File: src/rtl/ctrl_seq_pkg.sv
// Shared constants and types for the ctrl_seq control sequencer.
// Opcode map, FSM encoding, ALU codes, branch conditions and link register.
package ctrl_seq_pkg;

    localparam logic [4:0] OP_LD   = 5'd0;
    localparam logic [4:0] OP_ST   = 5'd1;
    localparam logic [4:0] OP_ADD  = 5'd2;
    localparam logic [4:0] OP_SUB  = 5'd3;
    localparam logic [4:0] OP_AND  = 5'd4;
    localparam logic [4:0] OP_OR   = 5'd5;
    localparam logic [4:0] OP_XOR  = 5'd6;
    localparam logic [4:0] OP_ADDI = 5'd7;
    localparam logic [4:0] OP_ANDI = 5'd8;
    localparam logic [4:0] OP_ORI  = 5'd9;
    localparam logic [4:0] OP_MUL  = 5'd10;
    localparam logic [4:0] OP_DIV  = 5'd11;
    localparam logic [4:0] OP_MFHI = 5'd12;
    localparam logic [4:0] OP_MFLO = 5'd13;
    localparam logic [4:0] OP_BR   = 5'd14;
    localparam logic [4:0] OP_JR   = 5'd15;
    localparam logic [4:0] OP_JAL  = 5'd16;
    localparam logic [4:0] OP_NOP  = 5'd17;
    localparam logic [4:0] OP_HALT = 5'd31;

    typedef enum logic [2:0] {
        S_RESET,
        S_FETCH,
        S_DECODE,
        S_EXEC,
        S_MEM,
        S_WBLATCH,
        S_COMMIT,
        S_HALT
    } state_t;

    typedef enum logic [3:0] {
        CLS_ALU,
        CLS_MULDIV,
        CLS_MFHL,
        CLS_LD,
        CLS_ST,
        CLS_BR,
        CLS_JR,
        CLS_JAL,
        CLS_NOP,
        CLS_HALT
    } cls_t;

    localparam logic [3:0] ALU_ADD = 4'd0;
    localparam logic [3:0] ALU_SUB = 4'd1;
    localparam logic [3:0] ALU_AND = 4'd2;
    localparam logic [3:0] ALU_OR  = 4'd3;
    localparam logic [3:0] ALU_XOR = 4'd4;
    localparam logic [3:0] ALU_MUL = 4'd5;
    localparam logic [3:0] ALU_DIV = 4'd6;

    localparam logic [1:0] C2_ZERO  = 2'b00;
    localparam logic [1:0] C2_NZERO = 2'b01;
    localparam logic [1:0] C2_POS   = 2'b10;
    localparam logic [1:0] C2_NEG   = 2'b11;

    localparam logic [3:0] LINK_REG = 4'd8;

    function automatic logic [31:0] sext19(input logic [18:0] v);
        return {{13{v[18]}}, v};
    endfunction

endpackage

File: src/rtl/ctrl_seq_instr_decode.sv
// Combinational opcode decoder for ctrl_seq.
// Maps opcode to instruction class, ALU control and imm/hi-lo flags.
module instr_decode
    import ctrl_seq_pkg::*;
(
    input  logic [4:0] opcode,
    output cls_t       cls,
    output logic [3:0] alu_ctrl,
    output logic       imm_form,
    output logic       hi_sel
);

    always_comb begin
        cls      = CLS_HALT;
        alu_ctrl = ALU_ADD;
        imm_form = 1'b0;
        hi_sel   = 1'b0;
        case (opcode)
            OP_LD:   begin cls = CLS_LD;  imm_form = 1'b1; end
            OP_ST:   begin cls = CLS_ST;  imm_form = 1'b1; end
            OP_ADD:  cls = CLS_ALU;
            OP_SUB:  begin cls = CLS_ALU; alu_ctrl = ALU_SUB; end
            OP_AND:  begin cls = CLS_ALU; alu_ctrl = ALU_AND; end
            OP_OR:   begin cls = CLS_ALU; alu_ctrl = ALU_OR;  end
            OP_XOR:  begin cls = CLS_ALU; alu_ctrl = ALU_XOR; end
            OP_ADDI: begin cls = CLS_ALU; imm_form = 1'b1; end
            OP_ANDI: begin
                cls      = CLS_ALU;
                alu_ctrl = ALU_AND;
                imm_form = 1'b1;
            end
            OP_ORI:  begin
                cls      = CLS_ALU;
                alu_ctrl = ALU_OR;
                imm_form = 1'b1;
            end
            OP_MUL:  begin cls = CLS_MULDIV; alu_ctrl = ALU_MUL; end
            OP_DIV:  begin cls = CLS_MULDIV; alu_ctrl = ALU_DIV; end
            OP_MFHI: begin cls = CLS_MFHL; hi_sel = 1'b1; end
            OP_MFLO: cls = CLS_MFHL;
            OP_BR:   cls = CLS_BR;
            OP_JR:   cls = CLS_JR;
            OP_JAL:  cls = CLS_JAL;
            OP_NOP:  cls = CLS_NOP;
            default: cls = CLS_HALT;
        endcase
    end

endmodule

File: src/rtl/ctrl_seq.sv
// Multi-cycle control sequencer driving PC, register file, ALU and memory.
// Optional memory wait timeout: define CTRL_SEQ_MEM_TIMEOUT_EN.
module ctrl_seq
    import ctrl_seq_pkg::*;
#(
    parameter int MEM_WAIT_MAX = 15
) (
    input  logic        iClk,
    input  logic        nRst,
    input  logic [31:0] iMemData,
    input  logic        iMemReady,
    output logic        oMemRead,
    output logic        oMemWrite,
    input  logic        iJ_zero,
    input  logic        iJ_nZero,
    input  logic        iJ_pos,
    input  logic        iJ_neg,
    output logic        oPC_nRst,
    output logic        oPC_en,
    output logic        oPC_load,
    output logic        oPC_offset,
    output logic        oRF_Write,
    output logic        oRWB_en,
    output logic        oRA_en,
    output logic        oRB_en,
    output logic        oRZH_en,
    output logic        oRZL_en,
    output logic        oRAS_en,
    output logic        oMUX_BIS,
    output logic        oMUX_RZHS,
    output logic        oMUX_WBM,
    output logic        oMUX_MAP,
    output logic        oMUX_ASS,
    output logic        oMUX_WBP,
    output logic [3:0]  oRF_AddrA,
    output logic [3:0]  oRF_AddrB,
    output logic [3:0]  oRF_AddrC,
    output logic [3:0]  oALU_Ctrl,
    output logic [31:0] oImm32,
    output logic        oHalt,
    output logic        oFault
);

    state_t      state_q, state_d;
    logic [31:0] ir_q;
    logic        ir_ld;
    cls_t        cls;
    logic [3:0]  alu_ctrl;
    logic        imm_form, hi_sel;
    logic [3:0]  ra, rb, rc;
    logic [1:0]  c2;
    logic        br_taken;
    logic        mem_wait;
    logic        timeout;

    assign ra = ir_q[26:23];
    assign rb = ir_q[22:19];
    assign rc = ir_q[18:15];
    assign c2 = ir_q[20:19];

    instr_decode u_dec (
        .opcode   (ir_q[31:27]),
        .cls      (cls),
        .alu_ctrl (alu_ctrl),
        .imm_form (imm_form),
        .hi_sel   (hi_sel)
    );

    always_comb begin
        case (c2)
            C2_ZERO:  br_taken = iJ_zero;
            C2_NZERO: br_taken = iJ_nZero;
            C2_POS:   br_taken = iJ_pos;
            default:  br_taken = iJ_neg;
        endcase
    end

    assign mem_wait = !iMemReady &&
                      (state_q == S_FETCH || state_q == S_MEM);

`ifdef CTRL_SEQ_MEM_TIMEOUT_EN
    localparam int CW = $clog2(MEM_WAIT_MAX + 1);
    logic [CW-1:0] wait_cnt;
    logic          fault_q;

    assign timeout = mem_wait && (wait_cnt == CW'(MEM_WAIT_MAX - 1));
    assign oFault  = fault_q;

    always_ff @(posedge iClk or negedge nRst) begin
        if (!nRst) begin
            wait_cnt <= '0;
            fault_q  <= 1'b0;
        end else begin
            if (state_d != state_q)
                wait_cnt <= '0;
            else if (mem_wait)
                wait_cnt <= wait_cnt + 1'b1;
            if (timeout)
                fault_q <= 1'b1;
        end
    end
`else
    assign timeout = 1'b0;
    assign oFault  = 1'b0;
`endif

    always_ff @(posedge iClk or negedge nRst) begin
        if (!nRst) begin
            state_q <= S_RESET;
            ir_q    <= '0;
        end else begin
            state_q <= state_d;
            if (ir_ld)
                ir_q <= iMemData;
        end
    end

    assign oImm32 = (state_q == S_RESET) ? 32'd0 : sext19(ir_q[18:0]);
    assign oHalt  = (state_q == S_HALT);

    always_comb begin
        state_d    = state_q;
        ir_ld      = 1'b0;
        oMemRead   = 1'b0;
        oMemWrite  = 1'b0;
        oPC_nRst   = 1'b1;
        oPC_en     = 1'b0;
        oPC_load   = 1'b0;
        oPC_offset = 1'b0;
        oRF_Write  = 1'b0;
        oRWB_en    = 1'b0;
        oRA_en     = 1'b0;
        oRB_en     = 1'b0;
        oRZH_en    = 1'b0;
        oRZL_en    = 1'b0;
        oRAS_en    = 1'b0;
        oMUX_BIS   = 1'b0;
        oMUX_RZHS  = 1'b0;
        oMUX_WBM   = 1'b0;
        oMUX_MAP   = 1'b0;
        oMUX_ASS   = 1'b0;
        oMUX_WBP   = 1'b0;
        oRF_AddrA  = 4'd0;
        oRF_AddrB  = 4'd0;
        oRF_AddrC  = 4'd0;
        oALU_Ctrl  = 4'd0;

        // Operand addresses stay stable from DECODE through EXEC
        if (state_q == S_DECODE || state_q == S_EXEC) begin
            oRF_AddrA = rb;
            if ((cls == CLS_ALU && !imm_form) || cls == CLS_MULDIV)
                oRF_AddrB = rc;
            else if (cls == CLS_ST || cls == CLS_BR)
                oRF_AddrB = ra;
        end

        unique case (state_q)
            S_RESET: begin
                oPC_nRst = 1'b0;
                state_d  = S_FETCH;
            end
            S_FETCH: begin
                oMUX_MAP = 1'b1;
                oMemRead = 1'b1;
                if (iMemReady) begin
                    ir_ld   = 1'b1;
                    oPC_en  = 1'b1;
                    state_d = S_DECODE;
                end else if (timeout) begin
                    state_d = S_HALT;
                end
            end
            S_DECODE: begin
                oRA_en  = 1'b1;
                oRB_en  = 1'b1;
                state_d = S_EXEC;
            end
            S_EXEC: begin
                state_d = S_FETCH;
                case (cls)
                    CLS_ALU: begin
                        oALU_Ctrl = alu_ctrl;
                        oMUX_BIS  = imm_form;
                        oRZL_en   = 1'b1;
                        state_d   = S_WBLATCH;
                    end
                    CLS_MULDIV: begin
                        oALU_Ctrl = alu_ctrl;
                        oRAS_en   = 1'b1;
                        oRZH_en   = 1'b1;
                        oRZL_en   = 1'b1;
                    end
                    CLS_MFHL: begin
                        oMUX_ASS  = 1'b1;
                        oMUX_RZHS = hi_sel;
                        oRZL_en   = 1'b1;
                        state_d   = S_WBLATCH;
                    end
                    CLS_LD, CLS_ST: begin
                        oALU_Ctrl = ALU_ADD;
                        oMUX_BIS  = 1'b1;
                        oRZL_en   = 1'b1;
                        state_d   = S_MEM;
                    end
                    CLS_BR: begin
                        oPC_offset = br_taken;
                        oPC_en     = br_taken;
                    end
                    CLS_JR: begin
                        oRF_AddrA = ra;
                        oPC_load  = 1'b1;
                        oPC_en    = 1'b1;
                    end
                    CLS_JAL: begin
                        oMUX_WBP = 1'b1;
                        oRWB_en  = 1'b1;
                        state_d  = S_COMMIT;
                    end
                    CLS_NOP: state_d = S_FETCH;
                    default: state_d = S_HALT;
                endcase
            end
            S_MEM: begin
                oMemRead  = (cls == CLS_LD);
                oMemWrite = (cls != CLS_LD);
                if (iMemReady)
                    state_d = (cls == CLS_LD) ? S_WBLATCH : S_FETCH;
                else if (timeout)
                    state_d = S_HALT;
            end
            S_WBLATCH: begin
                oRWB_en  = 1'b1;
                oMUX_WBM = (cls == CLS_LD);
                state_d  = S_COMMIT;
            end
            S_COMMIT: begin
                oRF_Write = 1'b1;
                oRF_AddrC = ra;
                if (cls == CLS_JAL) begin
                    oRF_AddrC = LINK_REG;
                    oRF_AddrA = ra;
                    oPC_load  = 1'b1;
                    oPC_en    = 1'b1;
                end
                state_d = S_FETCH;
            end
            S_HALT: state_d = S_HALT;
        endcase
    end

endmodule
File: config.mk
export PLATFORM = sky130hd
export DESIGN_NAME = ctrl_seq
export DESIGN_NICKNAME = d
export VERILOG_FILES = /design/src/rtl/ctrl_seq_pkg.sv /design/src/rtl/ctrl_seq_instr_decode.sv /design/src/rtl/ctrl_seq.sv
export SDC_FILE = /design/constraint.sdc
export NUM_CORES = 1
export LEC_CHECK = 0
export CAP_MARGIN = 10
export CORE_AREA = 5 5 76 85
export DETAILED_ROUTE_END_ITERATION = 10
export DIE_AREA = 0 0 81 90
export PLACE_DENSITY = 0.79
export SYNTH_ARGS = -nofsm -noshare
export SYNTH_HDL_FRONTEND = slang
export SYNTH_SLANG_ARGS = --single-unit
File: constraint.sdc
create_clock -name iClk -period 2.3 [get_ports iClk]
set_input_delay 0.345 -clock iClk [delete_from_list [all_inputs] [get_ports iClk]]
set_output_delay 0.345 -clock iClk [all_outputs]
set_load 0.005 [all_outputs]
==> flow_summary.ini, run 1 <==
[global_route]
gr-usage-all-layers = 0.172
globalRoute.totalOverflow = 0
pin_count_of_the_biggest_net_entering_global_routing = 36
number_of_global_route_vias_before_repair = 2048
grt_antenna_before_repair = 0
grt_first_pass_wirelength_mm = 9.98

[setup_path]
worstReg2RegStart = state_q[1]
worst-endpoint-arrival_ns = 2.04
critical_path_class = register to output port
startpoint_type = register
rr_endpoint = ir_q[26]
worst-path-buf-inv = 2
cp_slowest_stage_delay_ns = 0.53
worst-r2r-setup-slack_ns = 0.20
crit_path_end_kind = output port
timing.critical_path.cells = nor2_1 -> and3_4 -> buf_4 -> nand2_1 -> a21boi_0 -> clkdlybuf4s50_1
worstPathMaxFanout = 8
worst_ep_required_time_ns = 1.96
path_delay_family = buffers and inverters
crit_slowest_cell = sky130_fd_sc_hd__clkdlybuf4s50_1
timing.reg2reg.worst_path_depth = 5

[cells_and_area]
post-route-util = 0.669
post_route_cells_drive_above_1_share = 0.373
area.growth.synth_to_final_pct = 74.5
instances_no_fill = 412
num-nets-final = 373
n_antenna_cell = 0
mostFrequentLayoutCell = sky130_fd_sc_hd__clkdlybuf4s50_1
most_frequent_cells_in_the_layout = sky130_fd_sc_hd__clkdlybuf4s50_1, sky130_fd_sc_hd__buf_4, sky130_fd_sc_hd__mux2_2

[floorplanning]
die-area_mm2 = 0.00729
die_h_um = 90
boundaryPins = 108
start_util = 0.384
std_cell_rows = 29
die_w_um = 81
core_area_mm2 = 0.00559

[yosys]
synth_edf_count = 0
portion_of_the_post_synthesis_area_used_by_sequential_elements = 0.409
synthesis.instances = 206
postSynthRegisterBits = 35
synth.avg_cell_area_um2 = 10.4
netlist_area_mm2 = 0.00214
synthFlopType = sky130_fd_sc_hd__dfrtp_1
yosysWarnings = 0
synth.lib_cells_used.distinct = 40
synth_async_sr_flop_share = 1.00

[sta]
holdWs_ns = 0.147
finClkSkew_ns = 0.00361
achievable-frequency_mhz = 420
layout_worst_path_cycle_share = 1.04
final_hold_violating_endpoints = 0
max-slew-margin-rel = 0.464
grt_setup_unrepaired = true
final_critical_path_setup_slack_ns = -0.0817
min_period_ns = 2.38
max_slew.worst_pin.slew_ns = 0.804
max_slew_violation_count = 0
tns_ns = -0.224
setup-violations-final = 4

[cts]
clock_root_buffer = sky130_fd_sc_hd__clkbuf_8
numCtsBuffers = 5
cts.clk_slew.worst_paths_ns = 0.07
ctsHtreeMaxLevel = 2
clock_tree.buffer_depth = 2
cts_tree = done
cts_sinks = 35
hold_buffers = 0
clk-insertion-delay-late_ns = 0.28

[job]
max_cap_violations = 0

[drt]
met1_length_mm = 2.36
wl_per_cell_um = 16.0
firstDrtPassIters = 4
met3WireLength_um = 497
routed_wirelength_mm = 6.60
detail_route.iter0.violations = 86
ant_nets = 0
topRoutingLayerUsed = met4
detailroute.wirelength.met2_mm = 3.64
drc_errors = 0
detailroute.via_count = 2029
post_drt_via_cell_ratio = 4.92

[placement]
io_buffers = 105
gpl.final_weighted_congestion = 0.853
dp.cells = 378
dpl.hpwl_mm = 4.40

[run_status]
run_status = complete, but fails checks
failed_checks = negative setup slack

[power_and_ir_drop]
power_density_mw_per_mm2 = 1100
irDropWorstVdd_mv = 0.620
finalPower_mw = 4.11
p_leak_nw = 1.82

[worst_hold_path]
hold_path.class = input pin to async pin
final cells by class:
| type | instances | area [µm²] |
|---|---|---|
| fillers | 470 | 1850 |
| repair buffers | 152 | 1450 |
| multi-input cells | 138 | 1200 |
| flip-flops and latches | 35 | 886 |
| clock buffers | 8 | 100 |
| well taps | 77 | 96.3 |
| inverters | 2 | 7.51 |
Yosys cell counts (2+ instances only):
library cell               number  area (µm²)
sky130_fd_sc_hd__dfrtp_1       35         876
sky130_fd_sc_hd__mux2_2        32         360
sky130_fd_sc_hd__nor2b_1       26         163
sky130_fd_sc_hd__buf_4         19         143
sky130_fd_sc_hd__a22o_1         9        78.8
sky130_fd_sc_hd__nor2_1         9        33.8
sky130_fd_sc_hd__clkbuf_1       8        30.0
sky130_fd_sc_hd__nor3_1         7        35.0
sky130_fd_sc_hd__a21oi_1        6        30.0
sky130_fd_sc_hd__nand2_1        6        22.5
sky130_fd_sc_hd__and2_1         5        31.3
sky130_fd_sc_hd__nand2b_1       4        25.0
sky130_fd_sc_hd__and3_1         3        18.8
sky130_fd_sc_hd__buf_6          3        33.8
sky130_fd_sc_hd__nand3b_1       3        22.5
sky130_fd_sc_hd__or3_1          3        18.8
sky130_fd_sc_hd__a31oi_1        2        12.5
sky130_fd_sc_hd__buf_2          2        10.0
sky130_fd_sc_hd__inv_1          2        7.51
sky130_fd_sc_hd__o21ai_0        2        10.0
routing by layer:
layer | up-vias | track usage
met3 | 13 | 0.0560
met1 | 972 | 0.190
met4 | 0 | 0.0606
met2 | 78 | 0.303
li1 | 966 | -
met5 | - | 0
where the power goes:
part           total, mW  internal, mW  leakage, nW  switching [mW]
clock network      0.483         0.273       0.0515           0.210
registers           1.19         0.912        0.420           0.279
logic               2.43          1.51         1.35           0.923
how the worst max path moves through the flow:
stage | from | endpoint | slack [ns] | cells after the start
3_3_place_gp | iJ_neg | oPC_en | -0.17 | 5
6_report | ir_q[29] | oRWB_en | -0.08 | 6
2_1_floorplan | state_q[2] | oImm32[19] | 0.29 | 5
4_1_cts | ir_q[28] | oRF_AddrB[2] | -0.12 | 6
5_1_grt | ir_q[28] | oRWB_en | -0.19 | 6
3_5_place_dp | iJ_pos | oPC_en | -0.22 | 5
flip-flops by register name, indices dropped and copies added (netlist names):
signal,count
ir_q,32
state_q,3
metrics by stage:
| step | instance area (µm²) | setup WS, ns |
|---|---|---|
| global placement | 3250 | -0.170 |
| detailed placement | 3250 | -0.221 |
| CTS | 3520 | -0.122 |
| finish | 3740 | -0.0817 |
| global route | 3740 | -0.190 |
| floorplan | 2150 | 0.294 |
kinds of logic (layout without fill, tap and decap cells):
group,count (synthesis),count (layout),share of synthesized area
buf+inv,34,162,0.104
other cells,1,2,0.00175
compound gates,29,29,0.0998
xor+xnor,1,1,0.00409
flops,35,35,0.409
mux,33,33,0.179
simple gates,73,73,0.203
timing repair:
item                                    CTS  global route
pin swaps                                 6            11
resized for setup                        41            42
endpoints found under the setup margin   50            37
buffers inserted                         11            14
cloned                                    0             1
(Power assumes the default switching activity.)
==> inputs of run 2 (changes only) <==
--- a/config.mk
+++ b/config.mk
@@ -5,7 +5,7 @@
 export SDC_FILE = /design/constraint.sdc
 export NUM_CORES = 1
 export LEC_CHECK = 0
-export CAP_MARGIN = 10
+export CAP_MARGIN = 5
 export CORE_AREA = 5 5 76 85
 export DETAILED_ROUTE_END_ITERATION = 10
 export DIE_AREA = 0 0 81 90
==> results of run 2 <==
The final DEF is identical to that of run 1; final timing and power are the same.
==> inputs of run 3 (changes only) <==
--- a/config.mk
+++ b/config.mk
@@ -10,6 +10,7 @@
 export DETAILED_ROUTE_END_ITERATION = 10
 export DIE_AREA = 0 0 81 90
 export PLACE_DENSITY = 0.79
+export SLEW_MARGIN = 20
 export SYNTH_ARGS = -nofsm -noshare
 export SYNTH_HDL_FRONTEND = slang
 export SYNTH_SLANG_ARGS = --single-unit
==> results of run 3 <==
The final DEF is identical to that of run 1; final timing and power are the same.
